[src/rtl/fetch_pc_ctrl_if.sv]
// Fetch-stage bundle: redirect inputs, I-cache port and decode packet.
// The master modport is the fetch controller; slave is its environment.
interface fetch_pc_ctrl_if;
  logic        csr_new_pc_req_i;
  logic [31:0] csr_pc_new_i;
  logic        exe_new_pc_req_i;
  logic [31:0] exe_pc_new_i;
  logic        stall_i;
  logic        ic_req_o;
  logic [31:0] ic_addr_o;
  logic        ic_ack_i;
  logic [31:0] ic_data_i;
  logic        page_fault_i;
  logic        id_valid_o;
  logic [31:0] id_instr_o;
  logic [31:0] id_pc_o;
  logic [1:0]  id_exc_o;

  modport master (
    input  csr_new_pc_req_i, csr_pc_new_i, exe_new_pc_req_i, exe_pc_new_i,
    input  stall_i, ic_ack_i, ic_data_i, page_fault_i,
    output ic_req_o, ic_addr_o, id_valid_o, id_instr_o, id_pc_o, id_exc_o
  );

  modport slave (
    output csr_new_pc_req_i, csr_pc_new_i, exe_new_pc_req_i, exe_pc_new_i,
    output stall_i, ic_ack_i, ic_data_i, page_fault_i,
    input  ic_req_o, ic_addr_o, id_valid_o, id_instr_o, id_pc_o, id_exc_o
  );
endinterface

[src/rtl/fetch_pc_ctrl.sv]
// Fetch PC sequencer: one outstanding I-cache request, CSR/EXE redirects,
// fetch cancellation, and a one-entry skid buffer in front of decode.
module fetch_pc_ctrl #(
  parameter logic [31:0] RESET_PC  = 32'h8000_0000,
  parameter logic [31:0] NOP_INSTR = 32'h0000_0013
) (
  input  logic             clk,
  input  logic             rst,
  fetch_pc_ctrl_if.master  bus
);

  typedef enum logic [1:0] {IDLE, REQ, KILL, TRAP} state_t;

  localparam logic [1:0] EXC_NONE  = 2'b00;
  localparam logic [1:0] EXC_ALIGN = 2'b01;
  localparam logic [1:0] EXC_PF    = 2'b10;

  state_t      state, state_n;
  logic [31:0] pc_ff, pc_n;
  logic [31:0] kill_addr, kill_addr_n;

  logic        out_valid, skid_valid;
  logic [31:0] out_instr, out_pc, skid_instr, skid_pc;
  logic [1:0]  out_exc, skid_exc;

  logic        redir, req, ack, restart, emit;
  logic [31:0] target, emit_instr, emit_pc;
  logic [1:0]  emit_exc;

  assign redir  = bus.csr_new_pc_req_i | bus.exe_new_pc_req_i;
  assign target = bus.csr_new_pc_req_i ? bus.csr_pc_new_i : bus.exe_pc_new_i;

  // KILL keeps the old request up until its ack; REQ launches only with room in the skid.
  assign req = (state == KILL) || ((state == REQ) && !skid_valid);
  assign ack = bus.ic_ack_i && req;

  assign bus.ic_req_o   = req;
  assign bus.ic_addr_o  = (state == KILL) ? kill_addr : pc_ff;
  assign bus.id_valid_o = out_valid;
  assign bus.id_instr_o = out_instr;
  assign bus.id_pc_o    = out_pc;
  assign bus.id_exc_o   = out_exc;

  always_ff @(posedge clk) begin
    if (rst) begin
      state     <= IDLE;
      pc_ff     <= RESET_PC;
      kill_addr <= RESET_PC;
    end else begin
      state     <= state_n;
      pc_ff     <= pc_n;
      kill_addr <= kill_addr_n;
    end
  end

  always_comb begin
    state_n     = state;
    pc_n        = redir ? target : pc_ff;
    kill_addr_n = kill_addr;
    restart     = 1'b0;
    emit        = 1'b0;
    emit_instr  = NOP_INSTR;
    emit_pc     = pc_ff;
    emit_exc    = EXC_NONE;
    case (state)
      IDLE: restart = 1'b1;
      REQ: begin
        if (redir) begin
          if (req && !ack) begin
            state_n     = KILL;
            kill_addr_n = pc_ff;
          end else begin
            restart = 1'b1;
          end
        end else if (ack) begin
          emit = 1'b1;
          if (bus.page_fault_i) begin
            emit_exc = EXC_PF;
            state_n  = TRAP;
          end else begin
            emit_instr = bus.ic_data_i;
            pc_n       = pc_ff + 32'd4;
          end
        end
      end
      KILL: restart = ack;
      TRAP: restart = redir;
      default: state_n = IDLE;
    endcase
    // A misaligned fetch target never reaches the cache; it traps immediately.
    if (restart) begin
      if (pc_n[1:0] != 2'b00) begin
        state_n  = TRAP;
        emit     = 1'b1;
        emit_pc  = pc_n;
        emit_exc = EXC_ALIGN;
      end else begin
        state_n = REQ;
      end
    end
  end

  always_ff @(posedge clk) begin
    if (rst) begin
      out_valid  <= 1'b0;
      out_instr  <= NOP_INSTR;
      out_pc     <= 32'd0;
      out_exc    <= EXC_NONE;
      skid_valid <= 1'b0;
      skid_instr <= NOP_INSTR;
      skid_pc    <= 32'd0;
      skid_exc   <= EXC_NONE;
    end else if (redir) begin
      skid_valid <= 1'b0;
      out_valid  <= emit;
      if (emit) begin
        out_instr <= emit_instr;
        out_pc    <= emit_pc;
        out_exc   <= emit_exc;
      end
    end else if (emit) begin
      if (out_valid && bus.stall_i) begin
        skid_valid <= 1'b1;
        skid_instr <= emit_instr;
        skid_pc    <= emit_pc;
        skid_exc   <= emit_exc;
      end else begin
        out_valid <= 1'b1;
        out_instr <= emit_instr;
        out_pc    <= emit_pc;
        out_exc   <= emit_exc;
      end
    end else if (!bus.stall_i) begin
      if (skid_valid) begin
        skid_valid <= 1'b0;
        out_valid  <= 1'b1;
        out_instr  <= skid_instr;
        out_pc     <= skid_pc;
        out_exc    <= skid_exc;
      end else begin
        out_valid <= 1'b0;
      end
    end
  end

endmodule

[src/flat_wrapper.sv]
// flat-port wrapper written by rule: the top's interface ports become plain ports
module fetch_pc_ctrl_flat 
#(
  parameter logic [31:0] RESET_PC  = 32'h8000_0000,
  parameter logic [31:0] NOP_INSTR = 32'h0000_0013
)
  (clk, rst, bus_csr_new_pc_req_i, bus_csr_pc_new_i, bus_exe_new_pc_req_i, bus_exe_pc_new_i, bus_stall_i, bus_ic_ack_i, bus_ic_data_i, bus_page_fault_i, bus_ic_req_o, bus_ic_addr_o, bus_id_valid_o, bus_id_instr_o, bus_id_pc_o, bus_id_exc_o);
  fetch_pc_ctrl_if bus_i ();
  input  logic clk;
  input  logic rst;
  input wire logic [$bits(bus_i.csr_new_pc_req_i)-1:0] bus_csr_new_pc_req_i;
  input wire logic [$bits(bus_i.csr_pc_new_i)-1:0] bus_csr_pc_new_i;
  input wire logic [$bits(bus_i.exe_new_pc_req_i)-1:0] bus_exe_new_pc_req_i;
  input wire logic [$bits(bus_i.exe_pc_new_i)-1:0] bus_exe_pc_new_i;
  input wire logic [$bits(bus_i.stall_i)-1:0] bus_stall_i;
  input wire logic [$bits(bus_i.ic_ack_i)-1:0] bus_ic_ack_i;
  input wire logic [$bits(bus_i.ic_data_i)-1:0] bus_ic_data_i;
  input wire logic [$bits(bus_i.page_fault_i)-1:0] bus_page_fault_i;
  output wire logic [$bits(bus_i.ic_req_o)-1:0] bus_ic_req_o;
  output wire logic [$bits(bus_i.ic_addr_o)-1:0] bus_ic_addr_o;
  output wire logic [$bits(bus_i.id_valid_o)-1:0] bus_id_valid_o;
  output wire logic [$bits(bus_i.id_instr_o)-1:0] bus_id_instr_o;
  output wire logic [$bits(bus_i.id_pc_o)-1:0] bus_id_pc_o;
  output wire logic [$bits(bus_i.id_exc_o)-1:0] bus_id_exc_o;
  assign bus_i.csr_new_pc_req_i = bus_csr_new_pc_req_i;
  assign bus_i.csr_pc_new_i = bus_csr_pc_new_i;
  assign bus_i.exe_new_pc_req_i = bus_exe_new_pc_req_i;
  assign bus_i.exe_pc_new_i = bus_exe_pc_new_i;
  assign bus_i.stall_i = bus_stall_i;
  assign bus_i.ic_ack_i = bus_ic_ack_i;
  assign bus_i.ic_data_i = bus_ic_data_i;
  assign bus_i.page_fault_i = bus_page_fault_i;
  assign bus_ic_req_o = bus_i.ic_req_o;
  assign bus_ic_addr_o = bus_i.ic_addr_o;
  assign bus_id_valid_o = bus_i.id_valid_o;
  assign bus_id_instr_o = bus_i.id_instr_o;
  assign bus_id_pc_o = bus_i.id_pc_o;
  assign bus_id_exc_o = bus_i.id_exc_o;
  fetch_pc_ctrl #(.RESET_PC(RESET_PC), .NOP_INSTR(NOP_INSTR)) u_core (.clk(clk), .rst(rst), .bus(bus_i));
endmodule
[config.mk]
export PLATFORM = sky130hd
export DESIGN_NAME = fetch_pc_ctrl_flat
export DESIGN_NICKNAME = d
export VERILOG_FILES = /design/src/rtl/fetch_pc_ctrl_if.sv /design/src/rtl/fetch_pc_ctrl.sv /design/src/flat_wrapper.sv
export SDC_FILE = /design/constraint.sdc
export NUM_CORES = 1
export LEC_CHECK = 0
export BUFFER_PORTS_ARGS = -buffer_cell sky130_fd_sc_hd__buf_4
export CAP_MARGIN = 20
export CORE_MARGIN = 2
export CORE_UTILIZATION = 38
export DETAILED_ROUTE_END_ITERATION = 6
export PLACE_DENSITY = 0.65
export SYNTH_ARGS = -nofsm -noshare
export SYNTH_HDL_FRONTEND = slang
export SYNTH_SLANG_ARGS = --single-unit
[constraint.sdc]
create_clock -name clk -period 6.05 [get_ports clk]
set_clock_uncertainty 0.05 [all_clocks]
set_input_delay 1.21 -clock clk [delete_from_list [all_inputs] [get_ports clk]]
set_output_delay 1.21 -clock clk [all_outputs]
set_load 0.02 [all_outputs]
==> flow_results.org, run 1 <==
** Clocking
- The clock passes through at most 2 buffers.
- The number of setup buffers added after CTS is 0.
- In this run, post-CTS repair resized a total of 0 instances.
- Root buffer cell :: sky130_fd_sc_hd__clkbuf_16
- In this run, post-CTS hold repair placed 0 buffers.
- TritonCTS created 17 clock buffers.
- CTS built an H-tree with a depth of 4.
- Clock tree from TritonCTS :: yes
- For this design, the sink count on the clock tree is 200.
- Clock transition at the registers of the reported paths :: 0.07 ns
- Insertion delay to the later sink of the worst-skew pair :: 0.44 ns

** Floorplan
- The die covers 26,790 um2.
- Placeable core region :: 25,110 um2
- In this run the horizontal extent of the chip is 163.7 um.
- The initialized floorplan defines 58 standard-cell rows.
- Pin placement for this block handled 203 I/O pins.
- The initial utilization of the core area, before any placement, comes to 0.3859.
- In this run the vertical extent of the chip is 163.7 um.

** Worst setup path
- STA classifies the critical path startpoint as an input pin.
- In this design, the critical path's most frequently occurring cell is sky130_fd_sc_hd__buf_4.
- Data arrives at the worst endpoint at 4.05 ns.
- Critical Path Sink Type :: flip-flop
- STA puts the critical path data required time at 6.37 ns.
- Counting cells, the worst reg-to-reg path comes to 7.
- Crit path cell chain :: buf_4 > clkinv_1 > buf_4 > mux2i_2 > a211oi_1 > nor2_4 > buf_4 > a32oi_1 > nor2_1
- The worst setup path is of the input pin to flip-flop kind.
- Among all stages on the critical path, the largest delay is contributed by sky130_fd_sc_hd__nor2_4.
- Maximum fanout along the worst path :: 35
- Biggest cell delay along the critical path :: slightly below 0.8 ns

** Global routing
- Entering global routing, the biggest net connects 96 pins.
- Number of global-route vias before repair :: 8,910
- Global-route wire length before repair :: 50.49 mm
- Across every metal layer, demand over resource in global routing totals 0.2408.
- Initial antenna violation count :: 0
- Congestion Overflow GR :: 0

** Run status
- Result of the run :: finished, final reports clean

** Yosys
- In the synthesized netlist the dominant register cell turns out to be sky130_fd_sc_hd__dfxtp_1.
- The biggest area contributor in the post-synthesis netlist is sky130_fd_sc_hd__dfxtp_1.
- The share of the Yosys chip area taken by registers is 0.4132.
- Post-Syn Area :: 9691 um2
- Number of nets produced by synthesis :: 1,283
- Yosys printed 0 warnings.
- Leading post-synthesis cells by cell area :: sky130_fd_sc_hd__dfxtp_1 41%, sky130_fd_sc_hd__nand2_1 7.4%, sky130_fd_sc_hd__a21oi_1 5.6%
- Count of unique library cells instantiated by Yosys :: 80
- Yosys mapped a number of flops with a built-in enable equal to 0.
- In the synthesized netlist the async set-or-reset flop fraction comes to 0.
- The synthesized design contains 200 register bits.
- Number of instances in the synthesized netlist :: 1,179
- The share of synthesized area in the top cell type comes to 0.4132.
- Averaged over all synthesized cells, the footprint is 8.219 um2.

** Timing
- Setup violations remaining at the end of the flow were counted as 0.
- Hold violation count in the final report :: 0
- Number of max-slew violations in the final report :: 0
- The worst pin sits at a relative slew slack of 0.2947.
- Final sum of negative setup slack :: 0 ns
- Final period util :: 0.6162
- For the pin with the worst max-slew slack, the measured transition is 1.058 ns.
- Highest Clock Rate :: 268.2 MHz
- RSZ-0062 raised after global routing :: false
- Clock period minus final worst setup slack :: 3.728 ns

** Cells and area
- Final cell count without fillers :: 1,650
- The repair_antennas step left the layout with diodes totalling 0.
- From synthesis to final layout, the design area changed by 23.63%.
- In the final layout, the share of cells above drive strength 1 is 0.2432.
- Net count, final :: roughly 1,400

** Detailed routing
- The routed design has approximately 33 mm of wire.
- After detailed routing, the average wire length per cell comes to 20.02 um.
- First DRT Iteration DRCs :: 842
- Mean number of vias per cell :: 5.830
- Post-route antenna net violation count :: 0
- Detailed routing inserted a total of between 9,000 and 10,000 vias.
- Post-route DRC :: 0
- The pre-antenna-repair detailed-routing pass consisted of 7 iterations.

** Power
- Maximum VDD drop :: between 0.15 and 0.2 mV
- The analysis attributes to cell leakage a power of approximately 4.5 nW.
- For this design the ratio of total power to cell area is 287.0 nW/um2.

** Placed design
- Final estimated routing congestion in global placement :: 0.9081
- The wire-length estimate of the detail-placed layout is 22.57 mm.
- Port buffering added 202 buffers.
- After detailed placement, the design holds a cell count of 1,618.

** Job
- Max cap viols :: 0

** Worst hold path
- Cell depth of the worst hold path :: 2
- Path category of the worst min-delay check :: flip-flop to flip-flop
-- cell usage after synthesis (6+ instances only) --
master,n
sky130_fd_sc_hd__buf_2,17
sky130_fd_sc_hd__o211ai_1,12
sky130_fd_sc_hd__nand3_1,13
sky130_fd_sc_hd__a31oi_1,9
sky130_fd_sc_hd__inv_1,6
sky130_fd_sc_hd__o221ai_1,6
sky130_fd_sc_hd__mux2_2,34
sky130_fd_sc_hd__buf_1,7
sky130_fd_sc_hd__and3_1,9
sky130_fd_sc_hd__o21ai_0,16
sky130_fd_sc_hd__nor4_1,7
sky130_fd_sc_hd__nor2_1,117
sky130_fd_sc_hd__xnor2_1,6
sky130_fd_sc_hd__a32oi_1,29
sky130_fd_sc_hd__a211o_1,11
sky130_fd_sc_hd__nand4_1,11
sky130_fd_sc_hd__nor3_1,29
sky130_fd_sc_hd__a22oi_1,28
sky130_fd_sc_hd__o2bb2ai_1,30
sky130_fd_sc_hd__nand2_1,191
sky130_fd_sc_hd__xor2_1,10
sky130_fd_sc_hd__a21oi_1,109
sky130_fd_sc_hd__and2_1,7
sky130_fd_sc_hd__o31ai_1,7
sky130_fd_sc_hd__o22ai_1,18
sky130_fd_sc_hd__o22a_1,11
sky130_fd_sc_hd__a211oi_1,45
sky130_fd_sc_hd__clkbuf_1,83
sky130_fd_sc_hd__dfxtp_1,200
-- through the flow --
step | area (um2) | total power, mW | setup slack (ns) | hold slack (ns) | util
global placement | 11320 | 2.220 | 2.015 | 0.3886 | 0.4508
floorplan | 9691 | 1.924 | 2.832 | 0.3821 | -
CTS | 11980 | 3.455 | 2.398 | 0.4042 | 0.4771
global route | 11980 | 3.570 | 2.148 | 0.4196 | 0.4771
finish | 11980 | 3.439 | 2.322 | 0.4029 | 0.4771
detailed placement | 11350 | 2.228 | 1.930 | 0.3939 | 0.4519
-- cells in the final DEF, fill, tap and decap left out, drive strengths merged, types with 6 or more instances in the layout --
master	instances
buf	224
dfxtp	200
nand2	193
nor2	118
a21oi	109
a211oi	46
mux2	35
o2bb2ai	30
nor3	29
a32oi	29
a22oi	28
o21ai	21
clkbuf	19
o22ai	18
nand3	14
o211ai	13
nand4	12
inv	12
a211o	11
o22a	11
xor2	10
a31oi	10
and3	9
and2	8
o31ai	7
nor4	7
mux2i	7
o221ai	6
xnor2	6
a311oi	6
and4	6
-- layout make-up --
| type | count | area, um2 |
|---|---|---|
| sequential | 200 | 4004 |
| clock buffer | 19 | 452.9 |
| multi-input combinational | 857 | 5201 |
| inverter | 7 | 26.28 |
| tap | 330 | 412.9 |
| fill | 2438 | 13130 |
| clock inverter | 13 | 181.4 |
| timing repair buffer | 224 | 1702 |
-- power by group --
part | internal (mW) | switching [mW]
clock network | 0.687 | 0.552
registers | 1.39 | 0.0829
logic | 0.284 | 0.446
total | 2.36 | 1.08
-- cell families after synthesis --
family	count (synthesis)	share of synthesized area
and+or+nand+nor	427	0.1991
muxes	42	0.04868
adders and majority gates	1	0.001291
AOI/OAI and AO/OA	371	0.2688
buffers and inverters	122	0.05449
xor gates and xnor gates	16	0.01446
DFF	200	0.4132
-- per-layer routing --
metal / global-route usage / share of wire / vias up
li1: - / - / 4564
met3: 0.06591 / 0.090 / 74
met1: 0.3011 / 0.40 / 4537
met2: 0.3818 / 0.46 / 444
met5: 0 / 0 / -
met4: 0.1204 / 0.047 / 0
-- worst max-delay path, delay by kind of cell --
kind            cells  cell delay (ns)
compound gates      2             0.32
buf+inv             4             1.07
simple gates        2             0.91
mux                 1             0.51
-- final timing paths --
| kind | startpoint | end | slack [ns] |
|---|---|---|---|
| max | bus_csr_new_pc_req_i | u_core.skid_instr[12] | 2.32 |
| min | u_core.kill_addr[1] | u_core.kill_addr[1] | 0.40 |
| max reg2reg | u_core.state[0] | u_core.skid_instr[12] | 3.02 |
| min reg2reg | u_core.kill_addr[1] | u_core.kill_addr[1] | 0.40 |
-- flip-flops by register name, indices dropped and copies added, names as in the netlist --
register	flops
u_core.skid_exc	2
u_core.state	2
u_core.skid_valid	1
u_core.skid_instr	32
u_core.pc_ff	32
u_core.bus.id_valid_o	1
u_core.kill_addr	32
u_core.bus.id_exc_o	2
u_core.bus.id_instr_o	32
u_core.bus.id_pc_o	32
u_core.skid_pc	32
No activity file was read; power rests on OpenSTA's default activity.
==> inputs of run 2 (changes only) <==
- PLACE_DENSITY: 0.65 -> 0.67
- clock period: 6.05 -> 3.1 ns (I/O delays scaled with it)
==> run 2 against run 1 <==
Hold slack got worse by 0.018 ns; global-route usage up 0.42 points; combinational power increased by 110%; count of clock-buffer cells in the layout shrank 2; design area grew 2.8%; die area unchanged; clock power increased by 87%; sequential share of layout area down 0.90 points; via count grew 1.6%; worst setup slack got worse by 1.9 ns; critical path depth down 5; highest routed layer unchanged.
==> flow_results.org, run 2 (same netlist as run 1, synthesis figures left out) <==
** Run status
- Result of the run :: finished, final reports clean

** Floorplan
- Pin placement for this block handled 203 I/O pins.
- Placeable core region :: ~25,000 um2
- After floorplanning, the core was divided into 58 placement rows.
- Die height :: 163.7 um
- The die covers 26,790 um2.
- The initial utilization of the core area, before any placement, comes to 0.3859.
- Chip Width :: 163.7 um

** Detailed routing
- After detailed routing, the number of remaining DRC violations is 0.
- The first detailed-routing pass took 5 iterations.
- Total number of vias :: 9,773
- The final layout contains routed wiring with a total length of 33.32 mm.
- First DRT Iteration DRCs :: between 800 and 900
- In this run the remaining antenna-violating nets after routing total 0.
- Mean number of vias per cell :: 5.797
- In the final routed layout, each cell accounts on average for 19.76 um.

** Power
- For this design the static power due to leakage is about 4.7 nW.
- For this design the ratio of total power to cell area is roughly 540 nW/um2.
- Of the total power, the share spent switching nets is 0.3380.
- Share of power burned in combinational logic :: 0.231
- The analysis attributes to net switching a power of around 2.3 mW.
- Clock power frac :: 0.346
- Maximum VDD drop :: between 0.4 and 0.5 mV
- The share of total power dissipated in sequential elements is 0.423.
- Summing internal, switching and leakage power gives 6.701 mW.
- Cell internal power was estimated by the tool at around 4.4 mW.

** Worst setup path
- Count of buffering cells on the critical path with inverters included :: 2
- Critical path arrival :: 2.02 ns
- For this run, the slowest stage of the critical path takes 0.44 ns.
- The critical path in this run is classified as flip-flop to output port.
- The signal on the critical path passes through nand2b_1 > buf_4 > mux2_2 > buf_4.
- CP max stage cell :: sky130_fd_sc_hd__dfxtp_1
- Maximum fanout along the worst path :: 32
- The kind of cell with the highest combined delay along the critical path is buffers and inverters.
- Worst-case register-to-register setup slack :: 0.45 ns
- The worst setup path is launched from a flip-flop.
- Cell seen most often among critical-path stages :: sky130_fd_sc_hd__buf_4
- Critical Path Sink Type :: output port
- Data required time of the critical path :: 2.43 ns

** Global routing
- Overall track demand over capacity in global routing :: 0.2450
- Initial antenna violation count :: 0
- The number of global-route vias before repair is 9,272.
- Entering global routing, the biggest net connects 68 pins.
- Congestion Overflow GR :: 0
- The first global-routing pass estimated ~52 mm of wire.

** Job
- Max-cap violations in this run came to 0.

** Cells and area
- Of the cells placed in the final design, the portion with a size suffix greater than 1 is 0.2633.
- The repair_antennas step left the layout with diodes totalling 0.
- In the final design database the tool counted 1,447 nets.
- Leading cell type in the layout, fill and taps excluded :: sky130_fd_sc_hd__buf_4
- The library cells used most frequently in the layout, excluding fill and tap cells, are 252 x sky130_fd_sc_hd__buf_4, 200 x sky130_fd_sc_hd__dfxtp_1, 191 x sky130_fd_sc_hd__nand2_1.
- After filler insertion, the fill cell instance count of the layout stands at 2,502.
- From synthesis to final layout, the design area changed by 27.04%.
- Register area :: 4004 um2
- Summing all multi-input logic gate instances after layout gives about 5200 um2.

** Clocking
- Clock tree from TritonCTS :: yes
- Root buffer cell :: sky130_fd_sc_hd__clkbuf_16
- CTS Buf Count :: 17
- CTS sink count :: 200
- Clock latency on the worst-skew pair, taken at its later pin, is 0.45 ns.
- Clock transition at the registers of the reported paths :: 0.08 ns
- Post-cts repair resize count :: 0
- No sink is reached through more buffers than the 2 on the longest clock path.
- H-tree level count :: 4
- In this run, post-CTS hold repair placed 0 buffers.
- Postcts setup bufs :: 0

** Timing
- Number of max-slew violations in the final report :: 0
- RSZ-0062 raised after global routing :: false
- Total of endpoints with negative setup slack in the final report :: 0
- On the final layout, the worst hold slack is 0.3845 ns.
- Hold violation count in the final report :: 0
- Tightest slew margin relative to the limit :: 0.4829
- Of the available clock period, the critical path in the final layout requires 0.8662.
- Adding up every negative setup slack in the final design gives 0 ns.
- Clock period minus final worst setup slack :: around 2.7 ns
- Setup slack of the critical path after layout :: around 0.41 ns
- Slew at the pin closest to its max-slew limit :: roughly 0.77 ns
- Highest Clock Rate :: 372.4 MHz

** Placed design
- Before CTS, the worst setup slack after placement is 0.1855 ns.
- Detailed placement ended at an HPWL of 23.43 mm.
- At the end of routability-driven placement, the weighted congestion stood at a little over 0.9.
- During placement, the flow inserted port buffers numbering around 200.

** Worst hold path
- Path category of the worst min-delay check :: input pin to flip-flop
[run 2: changes by cell type in the layout (fill, tap and decap cells not counted), sizes merged]
cell,previous run,this run
buf,224,260
clkinv,2,6
inv,12,16
bufinv,3,0
clkinvlp,3,0
clkbuf,19,17
[run 2: power groups by stage]
stage | Clock [mW] | Combinational, mW | Sequential, mW
after floorplan | 0 | 0.824 | 2.93
after global placement | 0 | 1.52 | 2.89
after detailed placement | 0 | 1.54 | 2.89
after CTS | 2.35 | 1.55 | 2.83
after global routing | 2.45 | 1.66 | 2.85
final | 2.32 | 1.55 | 2.83
[run 2: path summary, 6_finish.rpt]
path,from,cells past startpoint,endpoint
min reg2reg,u_core.kill_addr[1],2,u_core.kill_addr[1]
max reg2reg,u_core.pc_ff[2],7,u_core.skid_pc[30]
min,bus_ic_data_i[3],3,u_core.skid_instr[3]
max,u_core.state[0],4,bus_ic_addr_o[26]
[run 2: area by class of cell]
cell class	count	share of cell area
Clock buffer	17	0.03456
Inverter	7	0.002134
Multi-Input combinational cell	857	0.4225
Timing Repair Buffer	260	0.1667
Tap cell	330	0.03354
Clock inverter	15	0.01535
Sequential cell	200	0.3252
[run 2: per-stage QoR]
step	instances	area (um2)	util
after floorplan	1179	9691	-
after global placement	1654	11700	0.4658
after detailed placement	1654	11700	0.4658
after CTS	1686	12310	0.4903
after global routing	1686	12310	0.4903
final	1686	12310	0.4903
[run 2: layer usage]
layer  part of all wire  GRT usage
met1               0.41     0.3149
met2               0.46     0.3936
met3              0.089    0.05657
met4              0.036     0.1065
met5                  0          0
[run 2: worst reg2reg max path: stages (launching register included)]
cell,delay [ns]
sky130_fd_sc_hd__dfxtp_1,0.61
sky130_fd_sc_hd__ha_1,0.33
sky130_fd_sc_hd__and2b_2,0.21
sky130_fd_sc_hd__nand4_1,0.23
sky130_fd_sc_hd__or4_4,0.56
sky130_fd_sc_hd__a31oi_4,0.27
sky130_fd_sc_hd__nand2_2,0.09
sky130_fd_sc_hd__a311oi_2,0.22
==> inputs of run 3 (changes only) <==
- BUFFER_PORTS_ARGS: -buffer_cell sky130_fd_sc_hd__buf_4 -> default
- DONT_BUFFER_PORTS: default -> 1
- PLACE_DENSITY: 0.67 -> 0.6
==> run 3 against run 2 <==
Hold slack lost 0.19 ns; count of clock-buffer cells in the layout is the same; final cell count fell by 13%; critical endpoint is now u_core.skid_pc[30].
==> flow_results.org, run 3 (same netlist as run 1, synthesis figures left out) <==
** Run status
- The flow ran to the end, and the final reports show no timing, DRC or antenna violations.

** Timing
- Total of endpoints with negative setup slack in the final report :: 0
- Tightest slew margin relative to the limit :: 0.4639
- Clock period minus final worst setup slack :: between 2 and 3 ns
- Highest Clock Rate :: around 370 MHz
- Number of max-slew violations in the final report :: 0
- For the final routed database, the setup TNS stands at 0 ns.
- Hold violation count in the final report :: 0
- RSZ-0062 raised after global routing :: false
- Dividing the final minimum period by the clock period gives 0.8704.
- Slew at the pin closest to its max-slew limit :: 0.8041 ns

** Global routing
- For this run, the total global-route usage over all layers was measured as 0.2357.
- Global-route wire length before repair :: 48.67 mm
- Congestion Overflow GR :: 0
- Pin count of the biggest net entering global routing :: 174
- The number of global-route vias before repair came to 8,345.
- Initial antenna violation count :: 1

** Clocking
- The clock passes through at most 2 buffers.
- Insertion delay to the later sink of the worst-skew pair :: 0.44 ns
- Postcts setup bufs :: 0
- After clock tree synthesis, the clock-pin slew on the worst setup and hold paths is approximately 0.08 ns.
- The tree is rooted in a sky130_fd_sc_hd__clkbuf_16.
- The clock drives 200 sinks.
- Buffers inserted to repair hold after CTS numbered 0.
- H-tree level count :: 4
- Clock tree from TritonCTS :: yes
- Post-cts repair resize count :: 0
- CTS Buf Count :: 17

** Worst setup path
- Grouping stages by cell kind, the critical path spends the most delay in simple AND/OR/NAND/NOR gates.
- The worst setup path is launched from a flip-flop.
- In this run the number of cells on the critical path is 6.
- Data on the critical path is required at its endpoint by 3.41 ns.
- Cell seen most often among critical-path stages :: sky130_fd_sc_hd__or4_4
- Crit Path Class :: flip-flop to flip-flop
- Maximum fanout along the worst path :: 11
- Critical Path Sink Type :: flip-flop
- The largest single stage delay on the critical path is 0.62 ns.
- The signal on the critical path passes through nand4_4 > or4_4 > or4_4 > a31oi_4 > nand2_2 > a311oi_2.
- For the worst flop-to-flop path, the logic depth is 6.
- The number of buffers and inverters on the critical path is 0.
- Data on the critical path arrives at its endpoint at 3.01 ns.
- For this design, the slowest cell found on the critical path is sky130_fd_sc_hd__dfxtp_1.

** Floorplan
- The floorplan step defined a die boundary enclosing 26,790 um2.
- 203 I/O pins were placed.
- Placeable core region :: 25,110 um2
- Starting Density :: 0.3859
- From bottom edge to top edge, the die measures 163.7 um.
- Chip Width :: 163.7 um
- After floorplanning, the core was divided into slightly below 60 placement rows.

** Placed design
- Summing all placed instances gives a cell area of a little over 10,000 um2.
- In this run the tool buffered the top-level ports with 0 buffer cells.
- Detailed placer's ending HPWL :: 21.83 mm
- At the end of routability-driven placement, the weighted congestion stood at ~0.89.

** Detailed routing
- Routed len/inst :: ~22 um
- Number of detailed-routing iterations run before antenna repair :: 6
- Post-route DRC :: 0
- First DRT Iteration DRCs :: between 700 and 800
- Mean number of vias per cell :: 6.012
- The detail route stage leaves a number of antenna-violating nets equal to 0.
- After detailed routing, the total wire length is 31.78 mm.
- Total number of vias :: between 8,000 and 9,000

** Job
- Max cap viols :: 0

** Cells and area
- Net count, final :: 1,234
- Counting the fill cells in the layout gives 2,587.
- Post-Layout Inst Area :: 10,650 um2
- Fraction of layout cells with a size suffix above 1 :: 0.1260
- Relative area change from synthesis to final layout :: 9.929%
- Leaving out fill and tap cells, the most frequent cell in the layout is sky130_fd_sc_hd__dfxtp_1.
- In the layout the commonest cells are 200 x sky130_fd_sc_hd__dfxtp_1, 191 x sky130_fd_sc_hd__nand2_1, 112 x sky130_fd_sc_hd__nor2_1.

** Power
- In this run the static leakage power is 3.567 nW.
- In this run the power density over the cells is 589.8 nW/um2.
- Maximum VDD drop :: ~0.29 mV

** Worst hold path
- Cell depth of the worst hold path :: 1
- The path class of the tightest hold or removal check is input pin to flip-flop.
-- run 3: path summary, 6_finish.rpt --
path	end	slack (ns)	from
hold reg to reg	u_core.kill_addr[9]	0.40	u_core.kill_addr[9]
hold / removal	u_core.skid_instr[2]	0.20	rst
setup / recovery	u_core.skid_pc[30]	0.40	u_core.pc_ff[4]
setup reg to reg	u_core.skid_pc[30]	0.40	u_core.pc_ff[4]
-- run 3: through the flow --
| stage | std cells | hold slack, ns | utilization | setup WS [ns] | power, mW |
|---|---|---|---|---|---|
| after floorplan | 1179 | 0.3821 | - | 0.4722 | 3.756 |
| after global placement | 1441 | 0.3834 | 0.4006 | 0.3196 | 4.081 |
| after detailed placement | 1441 | 0.3904 | 0.4006 | 0.2683 | 4.089 |
| after CTS | 1473 | 0.1880 | 0.4242 | 0.4295 | 6.343 |
| after global routing | 1473 | 0.1720 | 0.4242 | 0.2944 | 6.557 |
| final | 1474 | 0.1956 | 0.4243 | 0.4018 | 6.283 |
-- run 3: worst reg2reg max path, cell delays in order (launching register included) --
cell and delay (ns):
sky130_fd_sc_hd__dfxtp_1 0.62, sky130_fd_sc_hd__nand4_4 0.24, sky130_fd_sc_hd__or4_4 0.62, sky130_fd_sc_hd__or4_4 0.54
sky130_fd_sc_hd__a31oi_4 0.25, sky130_fd_sc_hd__nand2_2 0.08, sky130_fd_sc_hd__a311oi_2 0.22
-- run 3: layout make-up --
cell class / instances / area, um2 / area share
Antenna cell: 1 / 2.502 / 0.0002349
Clock buffer: 17 / 425.4 / 0.03993
Clock inverter: 15 / 165.2 / 0.01550
Inverter: 7 / 26.28 / 0.002467
Multi-Input combinational cell: 857 / 5201 / 0.4883
Sequential cell: 200 / 4004 / 0.3759
Tap cell: 330 / 412.9 / 0.03876
Timing Repair Buffer: 47 / 415.4 / 0.03899
-- run 3: per-layer routing --
| layer | track usage | share of wire | up-vias |
|---|---|---|---|
| met3 | 0.07475 | 0.096 | 46 |
| met2 | 0.3871 | 0.47 | 376 |
| li1 | - | - | 4219 |
| met4 | 0.07735 | 0.025 | 0 |
| met1 | 0.2930 | 0.41 | 4220 |
| met5 | 0 | 0 | - |
-- run 3: power by group --
| part | switching (mW) | leakage [nW] | internal, mW | total (mW) |
|---|---|---|---|---|
| Clock | 1.11 | 0.291 | 1.15 | 2.26 |
| Sequential | 0.251 | 1.63 | 2.70 | 2.96 |
| Combinational | 0.691 | 1.65 | 0.379 | 1.07 |
